`src/rtl/pc_fetch.sv`:
```
// Program counter and instruction-fetch sequencer: req/ack fetch from imem, valid/ready delivery to decode.
// Optional fetch timeout with a sticky error state is compiled in by defining FETCH_TIMEOUT_EN.
module pc_fetch #(
  parameter logic [31:0] RESET_PC       = 32'h0000_3000,
  parameter int          TIMEOUT_CYCLES = 16
) (
  input  logic        clk,
  input  logic        rst,
  input  logic [31:0] npc,
  output logic [31:0] pc,
  output logic        imem_req,
  output logic [31:0] imem_addr,
  input  logic        imem_ack,
  input  logic [31:0] imem_rdata,
  output logic [31:0] instr,
  output logic        instr_valid,
  input  logic        instr_ready,
  output logic        fetch_err,
  output logic [1:0]  fsm_state
);

  // Handshakes: imem_req/imem_addr are held until the cycle imem_ack=1 (rdata valid that cycle);
  // instr_valid/instr are held until the cycle instr_ready=1, which retires the word and loads npc.
`ifdef FETCH_TIMEOUT_EN
  typedef enum logic [1:0] {S_IDLE = 2'd0, S_REQ = 2'd1, S_HOLD = 2'd2, S_ERR = 2'd3} state_t;
`else
  typedef enum logic [1:0] {S_IDLE = 2'd0, S_REQ = 2'd1, S_HOLD = 2'd2} state_t;
`endif

  state_t      state_q, state_d;
  logic [31:0] pc_q;
  logic [31:0] instr_q;
  logic        unused_npc_lsb;

  assign unused_npc_lsb = ^npc[1:0];

`ifdef FETCH_TIMEOUT_EN
  logic [7:0] tmo_cnt;
  logic       tmo_hit;

  // Final REQ cycle without an ack; an ack in that same cycle still completes the fetch.
  assign tmo_hit = (state_q == S_REQ) && !imem_ack && (tmo_cnt == 8'(TIMEOUT_CYCLES - 1));

  always_ff @(posedge clk or posedge rst) begin
    if (rst) begin
      tmo_cnt <= 8'h00;
    end else if (state_q == S_REQ && !imem_ack) begin
      tmo_cnt <= tmo_cnt + 8'h01;
    end else begin
      tmo_cnt <= 8'h00;
    end
  end

  assign fetch_err = (state_q == S_ERR);
`else
  localparam int unused_timeout_cycles = TIMEOUT_CYCLES;
  assign fetch_err = 1'b0;
`endif

  always_comb begin
    state_d = state_q;
    case (state_q)
      S_IDLE: state_d = S_REQ;
      S_REQ: begin
        if (imem_ack) begin
          state_d = S_HOLD;
`ifdef FETCH_TIMEOUT_EN
        end else if (tmo_hit) begin
          state_d = S_ERR;
`endif
        end
      end
      S_HOLD: begin
        if (instr_ready) state_d = S_REQ;
      end
`ifdef FETCH_TIMEOUT_EN
      S_ERR: state_d = S_ERR;
`endif
      default: state_d = S_IDLE;
    endcase
  end

  always_ff @(posedge clk or posedge rst) begin
    if (rst) begin
      state_q <= S_IDLE;
      pc_q    <= RESET_PC;
      instr_q <= 32'h0;
    end else begin
      state_q <= state_d;
      if (state_q == S_REQ && imem_ack) instr_q <= imem_rdata;
      // npc is only meaningful at the retire handshake; low bits dropped to keep pc word-aligned.
      if (state_q == S_HOLD && instr_ready) pc_q <= {npc[31:2], 2'b00};
    end
  end

  assign pc          = pc_q;
  assign imem_addr   = pc_q;
  assign imem_req    = (state_q == S_REQ);
  assign instr       = instr_q;
  assign instr_valid = (state_q == S_HOLD);
  assign fsm_state   = state_q;

endmodule

```
`config.mk`:
```
export PLATFORM = sky130hd
export DESIGN_NAME = pc_fetch
export DESIGN_NICKNAME = d
export VERILOG_FILES = /design/src/rtl/pc_fetch.sv
export SDC_FILE = /design/constraint.sdc
export NUM_CORES = 1
export LEC_CHECK = 0
export BUFFER_PORTS_ARGS = -buffer_cell sky130_fd_sc_hd__buf_2
export CAP_MARGIN = 30
export CORE_MARGIN = 3
export CORE_UTILIZATION = 39
export CTS_CLUSTER_DIAMETER = 60
export DETAILED_ROUTE_END_ITERATION = 8
export PLACE_DENSITY = 0.8
export SLEW_MARGIN = 15
export SYNTH_ARGS = -nofsm -noshare
export SYNTH_HDL_FRONTEND = slang
export SYNTH_SLANG_ARGS = --single-unit
```
`constraint.sdc`:
```
create_clock -name clk -period 1.7 [get_ports clk]
set_input_delay 0.17 -clock clk [delete_from_list [all_inputs] [get_ports clk]]
set_output_delay 0.17 -clock clk [all_outputs]
set_load 0.005 [all_outputs]
```
==> flow_metrics.py, run 1 <==
metrics = {
    "run_status": {
        "status": "complete, no violations",
    },
    "timing": {
        "fin_tns_setup_ns": 0,
        "whs_ns": 0.0589,
        "min_period_over_period_pct": 85.3,
        "finalHoldViolations": 0,
        "finalSetupViolCount": 0,
        "rsz0062_at_grt": "no",
        "period_needed_ns": 1.45,
        "final.setup_skew_ns": 0.00616,
        "max_freq_mhz": 689,
        "slew_viol_final": 0,
    },
    "synthesis": {
        "synth_seq_cells": 64,
        "seq_area_frac_synth_pct": 57.0,
        "synth_cell_types": 14,
        "synth_warnings": 0,
        "synthCells": 177,
        "postSynthAreaPerCell_um2": 15.9,
        "synth_area_mm2": 0.00281,
    },
    "route": {
        "ant_nets": 0,
        "wl_mm": 5.64,
        "detail_route.wl_per_cell_um": 13.5,
        "drc": 0,
        "drt_iter0_drc": 32,
        "vias_per_cell": 4.39,
        "vias": 1834,
        "drt_pass1_iterations": 4,
    },
    "cts": {
        "clkSlewWorstSetupHoldPaths_ns": 0.07,
        "clock_path_buffers": 2,
        "h-tree-depth": 3,
        "cts_made_buffers": 9,
        "tritoncts": "built",
        "insertion_delay_ns": 0.32,
        "cts_sinks": 64,
        "cts_setup_buffers": 0,
        "root_buffer": "clkbuf_8",
    },
    "floorplan": {
        "initial_core_util_pct": 40.7,
        "chipWidth_um": 90.9,
        "io_pins": 169,
        "num_rows": 30,
        "die_h_um": 90.9,
        "core_mm2": 0.00691,
        "die-area_mm2": 0.00827,
    },
    "power_and_ir_drop": {
        "seqPwrFrac_pct": 41.0,
        "p_sw_mw": 2.06,
        "clockPowerShare_pct": 17.2,
        "combPwrFrac_pct": 41.8,
        "p_per_area_mw_per_mm2": 1860,
        "p_int_mw": 4.78,
        "vdd_drop_max_mv": 0.739,
        "p_leak_nw": 2.01,
        "power_switching_share_pct": 30.1,
    },
    "setup_path": {
        "reg2reg_depth": 2,
        "r2r_start": "fsm_state[0]$_DFFE_PP0P_",
        "cp-start-kind": "flip-flop",
        "cp.arrival_ns": 1.66,
        "r2r-end": "imem_addr[15]$_DFFE_PP0P_",
        "cp.required_ns": 1.91,
        "worstPathMaxFanout": 30,
        "criticalPathCategory": "flip-flop to flip-flop",
        "endpoint_kind": "flip-flop",
        "r2r_slack_ns": 0.25,
    },
    "final_layout": {
        "final_common_cell": "buf_2",
        "final_util_pct": 53.2,
        "fillers": 627,
        "drive_above_1_share_pct": 76.1,
        "multi_input_area_um2": 897,
        "area_growth_pct": 30.6,
        "register_area_mm2": 0.00160,
        "finalInstanceArea_mm2": 0.00367,
        "layout_common_cells": "buf_2 (161), dfrtp_1 (62), mux2_2 (31)",
        "nNetsFinal": 385,
        "stdcell_count": 418,
        "diodes": 0,
    },
    "global_route": {
        "grt_overflow": 0,
        "grt_usage_pct": 14.3,
        "grt_max_degree": 40,
        "grt_pass1_wl_mm": 9.29,
        "grt_pass1_vias": 1917,
        "antenna_found_initial": 0,
    },
    "worst_hold_path": {
        "min_from": "npc[16]",
        "hold_path_end": "imem_addr[16]$_DFFE_PP0P_",
        "whs_path_depth": 2,
        "hp-class": "input pin to flip-flop",
    },
    "place": {
        "placed_cells": 401,
        "placed_area_mm2": 0.00348,
        "gp_congestion": 0.701,
        "port-buffer-count": 161,
        "dp_hpwl_mm": 4.38,
    },
    "job": {
        "drv_cap": 0,
    },
}
area by class of cell:
| type | instances | share of cell area, % |
|---|---|---|
| repair buffers | 166 | 23.4 |
| well taps | 96 | 3.27 |
| clock buffers | 13 | 4.60 |
| multi-input cells | 74 | 24.4 |
| flip-flops and latches | 64 | 43.7 |
| inverters | 2 | 0.306 |
| clock inverters | 3 | 0.409 |
worst max-delay path by stage:
| stage | from | endpoint | slack, ns |
|---|---|---|---|
| 6_report | fsm_state[0]$_DFFE_PP0P_ | imem_addr[15]$_DFFE_PP0P_ | 0.25 |
| 4_1_cts | fsm_state[0]$_DFFE_PP0P_ | imem_addr[15]$_DFFE_PP0P_ | 0.21 |
| 3_3_place_gp | fsm_state[0]$_DFFE_PP0P_ | imem_addr[15]$_DFFE_PP0P_ | 0.25 |
| 2_1_floorplan | fsm_state[1]$_DFFE_PP0P_ | instr[10]$_DFFE_PP0P_ | 0.45 |
| 5_1_grt | fsm_state[0]$_DFFE_PP0P_ | imem_addr[15]$_DFFE_PP0P_ | 0.14 |
| 3_5_place_dp | fsm_state[0]$_DFFE_PP0P_ | imem_addr[15]$_DFFE_PP0P_ | 0.22 |
power by group through the flow:
stage | Clock (mW) | Combinational [mW] | Sequential (mW)
6_report | 1.18 | 2.86 | 2.80
5_1_grt | 1.31 | 3.08 | 2.94
4_1_cts | 1.24 | 2.92 | 2.80
3_5_place_dp | 0 | 2.92 | 2.82
3_3_place_gp | 0 | 2.84 | 2.78
2_1_floorplan | 0 | 1.91 | 2.88
per-stage QoR:
stage	setup WS [ns]	total power [mW]
6_report	0.249	6.83
5_1_grt	0.143	7.32
4_1_cts	0.211	6.97
3_5_place_dp	0.218	5.74
3_3_place_gp	0.253	5.63
2_1_floorplan	0.450	4.79
timing repair:
item                                   in CTS  in global routing
endpoints found under the hold margin      57                  0
hold buffers                                1                  0
resized for setup                           0                  0
cell families (layout without fill, tap and decap cells):
group	Yosys count	after routing	synth area share [%]
AND/OR/NAND/NOR	5	5	2.09
other	1	5	0.133
AO/OA/AOI/OAI	2	2	0.445
flip-flops	64	64	57.0
buffers and inverters	43	184	11.6
multiplexers	62	62	28.7
registers in the layout, indices dropped and copies added (netlist names):
| name | cells |
|---|---|
| instr | 32 |
| imem_addr | 30 |
| fsm_state | 2 |
critical path: stages (launching register included):
cell and delay (ns):
dfrtp_1 0.45, nand3b_4 0.44, mux2_1 0.44
metal layers:
| metal | vias up | wire length (µm) | GRT usage (%) |
|---|---|---|---|
| li1 | 840 | - | - |
| met5 | - | 0 | 0 |
| met3 | 8 | 424 | 4.25 |
| met2 | 88 | 3070 | 24.9 |
| met4 | 0 | 70 | 6.91 |
| met1 | 898 | 2080 | 15.9 |
synth_stat cells:
cell | number | area, µm²
nand3b_4 | 2 | 40.0
buf_6 | 3 | 33.8
inv_1 | 2 | 7.51
nor2b_1 | 1 | 6.26
dfrtp_1 | 62 | 1550
conb_1 | 1 | 3.75
mux2_1 | 2 | 22.5
mux2_4 | 29 | 435
buf_4 | 38 | 285
mux2_2 | 31 | 349
o21ai_0 | 1 | 5.00
a22oi_1 | 1 | 7.51
nand2b_1 | 2 | 12.5
dfstp_2 | 2 | 52.6
(Power assumes the default switching activity.)
==> run 2, diff against run 1 <==
--- a/config.mk
+++ b/config.mk
@@ -5,10 +5,11 @@
 export SDC_FILE = /design/constraint.sdc
 export NUM_CORES = 1
 export LEC_CHECK = 0
+export ABC_AREA = 1
 export BUFFER_PORTS_ARGS = -buffer_cell sky130_fd_sc_hd__buf_2
 export CAP_MARGIN = 30
 export CORE_MARGIN = 3
-export CORE_UTILIZATION = 39
+export CORE_UTILIZATION = 40
 export CTS_CLUSTER_DIAMETER = 60
 export DETAILED_ROUTE_END_ITERATION = 8
 export PLACE_DENSITY = 0.8
==> flow_metrics.py, run 2 <==
metrics = {
    "floorplan": {
        "initial_core_util_pct": 42.8,
        "chipWidth_um": 92.7,
        "io_pins": 169,
        "num_rows": 30,
        "die_h_um": 92.7,
        "core_mm2": 0.00702,
        "die-area_mm2": 0.00859,
    },
    "synthesis": {
        "yosys.area.top_type": "dfrtp_1",
        "yosys.area.top_type_share_pct": 51.6,
        "postSynthAreaPerCell_um2": 9.19,
        "post-synth-top-count-cell": "nand2_1",
        "synth_warnings": 0,
        "synth_cell_types": 14,
        "synth_common_cells": "nand2_1 (127), dfrtp_1 (62), nand4_1 (62)",
        "ys_dominant_reg_cell": "dfrtp_1",
        "synthCells": 327,
        "async_flop_share_pct": 100,
        "synth_area_mm2": 0.00300,
        "yosys-top-cells-area": "dfrtp_1 (52%), nand2_1 (16%), nand4_1 (13%)",
        "synth_seq_cells": 64,
        "seq_area_frac_synth_pct": 53.4,
        "synth_enable_flop_cells": 0,
    },
    "timing": {
        "period_needed_ns": 1.56,
        "max_freq_mhz": 642,
        "slew_viol_final": 0,
        "rsz0062_at_grt": "no",
        "fin_tns_setup_ns": 0,
        "final.setup_skew_ns": 0.00582,
        "min_period_over_period_pct": 91.7,
        "finalHoldViolations": 0,
        "finalSetupViolCount": 0,
    },
    "cts": {
        "h-tree-depth": 3,
        "cts_made_buffers": 9,
        "cts_sinks": 64,
        "insertion_delay_ns": 0.32,
        "tritoncts": "built",
        "clock_path_buffers": 2,
        "root_buffer": "clkbuf_8",
        "clkSlewWorstSetupHoldPaths_ns": 0.07,
    },
    "global_route": {
        "antenna_found_initial": 0,
        "use_met3_pct": 5.52,
        "grt_pass1_wl_mm": 12.0,
        "grt_overflow": 0,
        "grt_pass1_vias": 2607,
        "grt_max_degree": 65,
        "met2_usage_pct": 31.2,
        "grt.busiest_layer": "met2",
        "grt_usage_pct": 17.5,
        "grt_util_met1_pct": 19.1,
    },
    "run_status": {
        "status": "complete, no violations",
    },
    "setup_path": {
        "worstPathMaxFanout": 34,
        "cp.arrival_ns": 1.39,
        "cp.required_ns": 1.53,
        "cp-start-kind": "flip-flop",
        "criticalPathCategory": "flip-flop to primary output",
        "endpoint_kind": "primary output",
    },
    "place": {
        "gp_congestion": 0.754,
        "port-buffer-count": 161,
        "placed_area_mm2": 0.00355,
        "dp_hpwl_mm": 5.36,
    },
    "route": {
        "vias": 2708,
        "drt_pass1_iterations": 4,
        "vias_per_cell": 4.94,
        "drt_iter0_drc": 91,
        "detail_route.wl_per_cell_um": 13.7,
        "drc": 0,
        "wl_mm": 7.53,
        "ant_nets": 0,
    },
    "job": {
        "drv_cap": 0,
    },
    "power_and_ir_drop": {
        "total_power_mw": 6.73,
        "seqPwrFrac_pct": 40.4,
        "p_leak_nw": 2.20,
        "p_sw_mw": 2.58,
        "vdd_drop_max_mv": 0.932,
        "combPwrFrac_pct": 40.1,
        "p_int_mw": 4.15,
        "clockPowerShare_pct": 19.5,
        "power_switching_share_pct": 38.4,
        "p_per_area_mw_per_mm2": 1790,
    },
    "final_layout": {
        "final_util_pct": 53.6,
        "final_common_cell": "buf_2",
        "nNetsFinal": 515,
        "fillers": 666,
        "register_area_mm2": 0.00161,
        "largest_reg_flops": 32,
        "drive_above_1_share_pct": 42.3,
        "layout_common_cells": "buf_2 (161), nand2_1 (127), nand4_1 (62)",
        "diodes": 0,
        "finalInstanceArea_mm2": 0.00376,
        "multi_input_area_um2": 932,
        "area_growth_pct": 25.3,
    },
    "worst_hold_path": {
        "hp-class": "input pin to flip-flop",
    },
}
-- run 2: cell types whose count changed after synthesis, moves of 2 or more --
cell	change
buf_4	+2
nand3b_4	-2
buf_2	+15
inv_4	+2
mux2_1	-2
buf_6	+4
nand2_1	+127
nand3_4	+2
mux2_4	-29
nand2b_1	-2
nand4_1	+62
mux2_2	-31
-- run 2: per-stage QoR --
step | hold slack [ns] | cells | setup slack [ns]
final | 0.0809 | 548 | 0.142
after global routing | 0.0578 | 548 | 0.0402
after CTS | 0.0607 | 548 | 0.0320
after detailed placement | 0.288 | 531 | 0.247
after global placement | 0.283 | 531 | 0.279
after floorplan | 0.289 | 331 | 0.671
-- run 2: worst max-delay path, cell delays in order, from the launching register on --
cell,delay [ns]
dfrtp_1,0.39
buf_4,0.37
nand2_1,0.12
inv_1,0.08
buf_2,0.11
-- run 2: what timing repair did --
action / in CTS / in global routing
hold endpoints to repair: 62 / 0
hold buffers: 1 / 0
endpoints found under the setup margin: 0 / 3
resized for setup: 0 / 1
buffers inserted: 0 / 0
-- run 2: power groups by stage --
stage | combinational (mW) | sequential (mW) | clock [mW]
floorplan | 1.90 | 2.75 | 0
global placement | 2.68 | 2.70 | 0
detailed placement | 2.76 | 2.73 | 0
CTS | 2.76 | 2.72 | 1.36
global route | 3.05 | 2.81 | 1.43
finish | 2.70 | 2.72 | 1.31
-- run 2: final timing paths --
kind                                          start                         to  slack, ns  cells after the start
max                        fsm_state[1]$_DFFE_PP0P_                instr_valid       0.14                      4
min in group asynchronous                       rst      instr[15]$_DFFE_PP0P_       0.50                      4
max reg2reg                fsm_state[1]$_DFFE_PP0P_   imem_addr[6]$_DFFE_PP0P_       0.24                      4
min                                         npc[12]  imem_addr[12]$_DFFE_PP1P_       0.08                      3
min reg2reg                   instr[25]$_DFFE_PP0P_      instr[25]$_DFFE_PP0P_       0.47                      2
max in group asynchronous                       rst  imem_addr[13]$_DFFE_PP1P_       0.89                      4
-- run 2: area by class of cell --
type	instances	share of cell area, %
sequential	64	42.6
multi-input combinational	199	24.8
timing repair buffer	168	23.2
clock buffer	11	4.02
tap	96	3.19
clock inverter	5	1.46
inverter	5	0.731
-- run 2: logic make-up (layout without fill, tap and decap cells) --
kind of cell | Yosys count | count (layout) | share of synthesized area (%)
flip-flops | 64 | 64 | 53.4
other | 1 | 5 | 0.125
buffers and inverters | 68 | 189 | 16.1
AND/OR/NAND/NOR | 192 | 192 | 30.1
AO/OA/AOI/OAI | 2 | 2 | 0.333
-- run 2: routing by layer --
| metal | share of wire [%] | vias up |
|---|---|---|
| li1 | - | 1287 |
| met5 | 0 | - |
| met3 | 9.7 | 12 |
| met1 | 39 | 1269 |
| met2 | 50 | 140 |
| met4 | 1.4 | 0 |
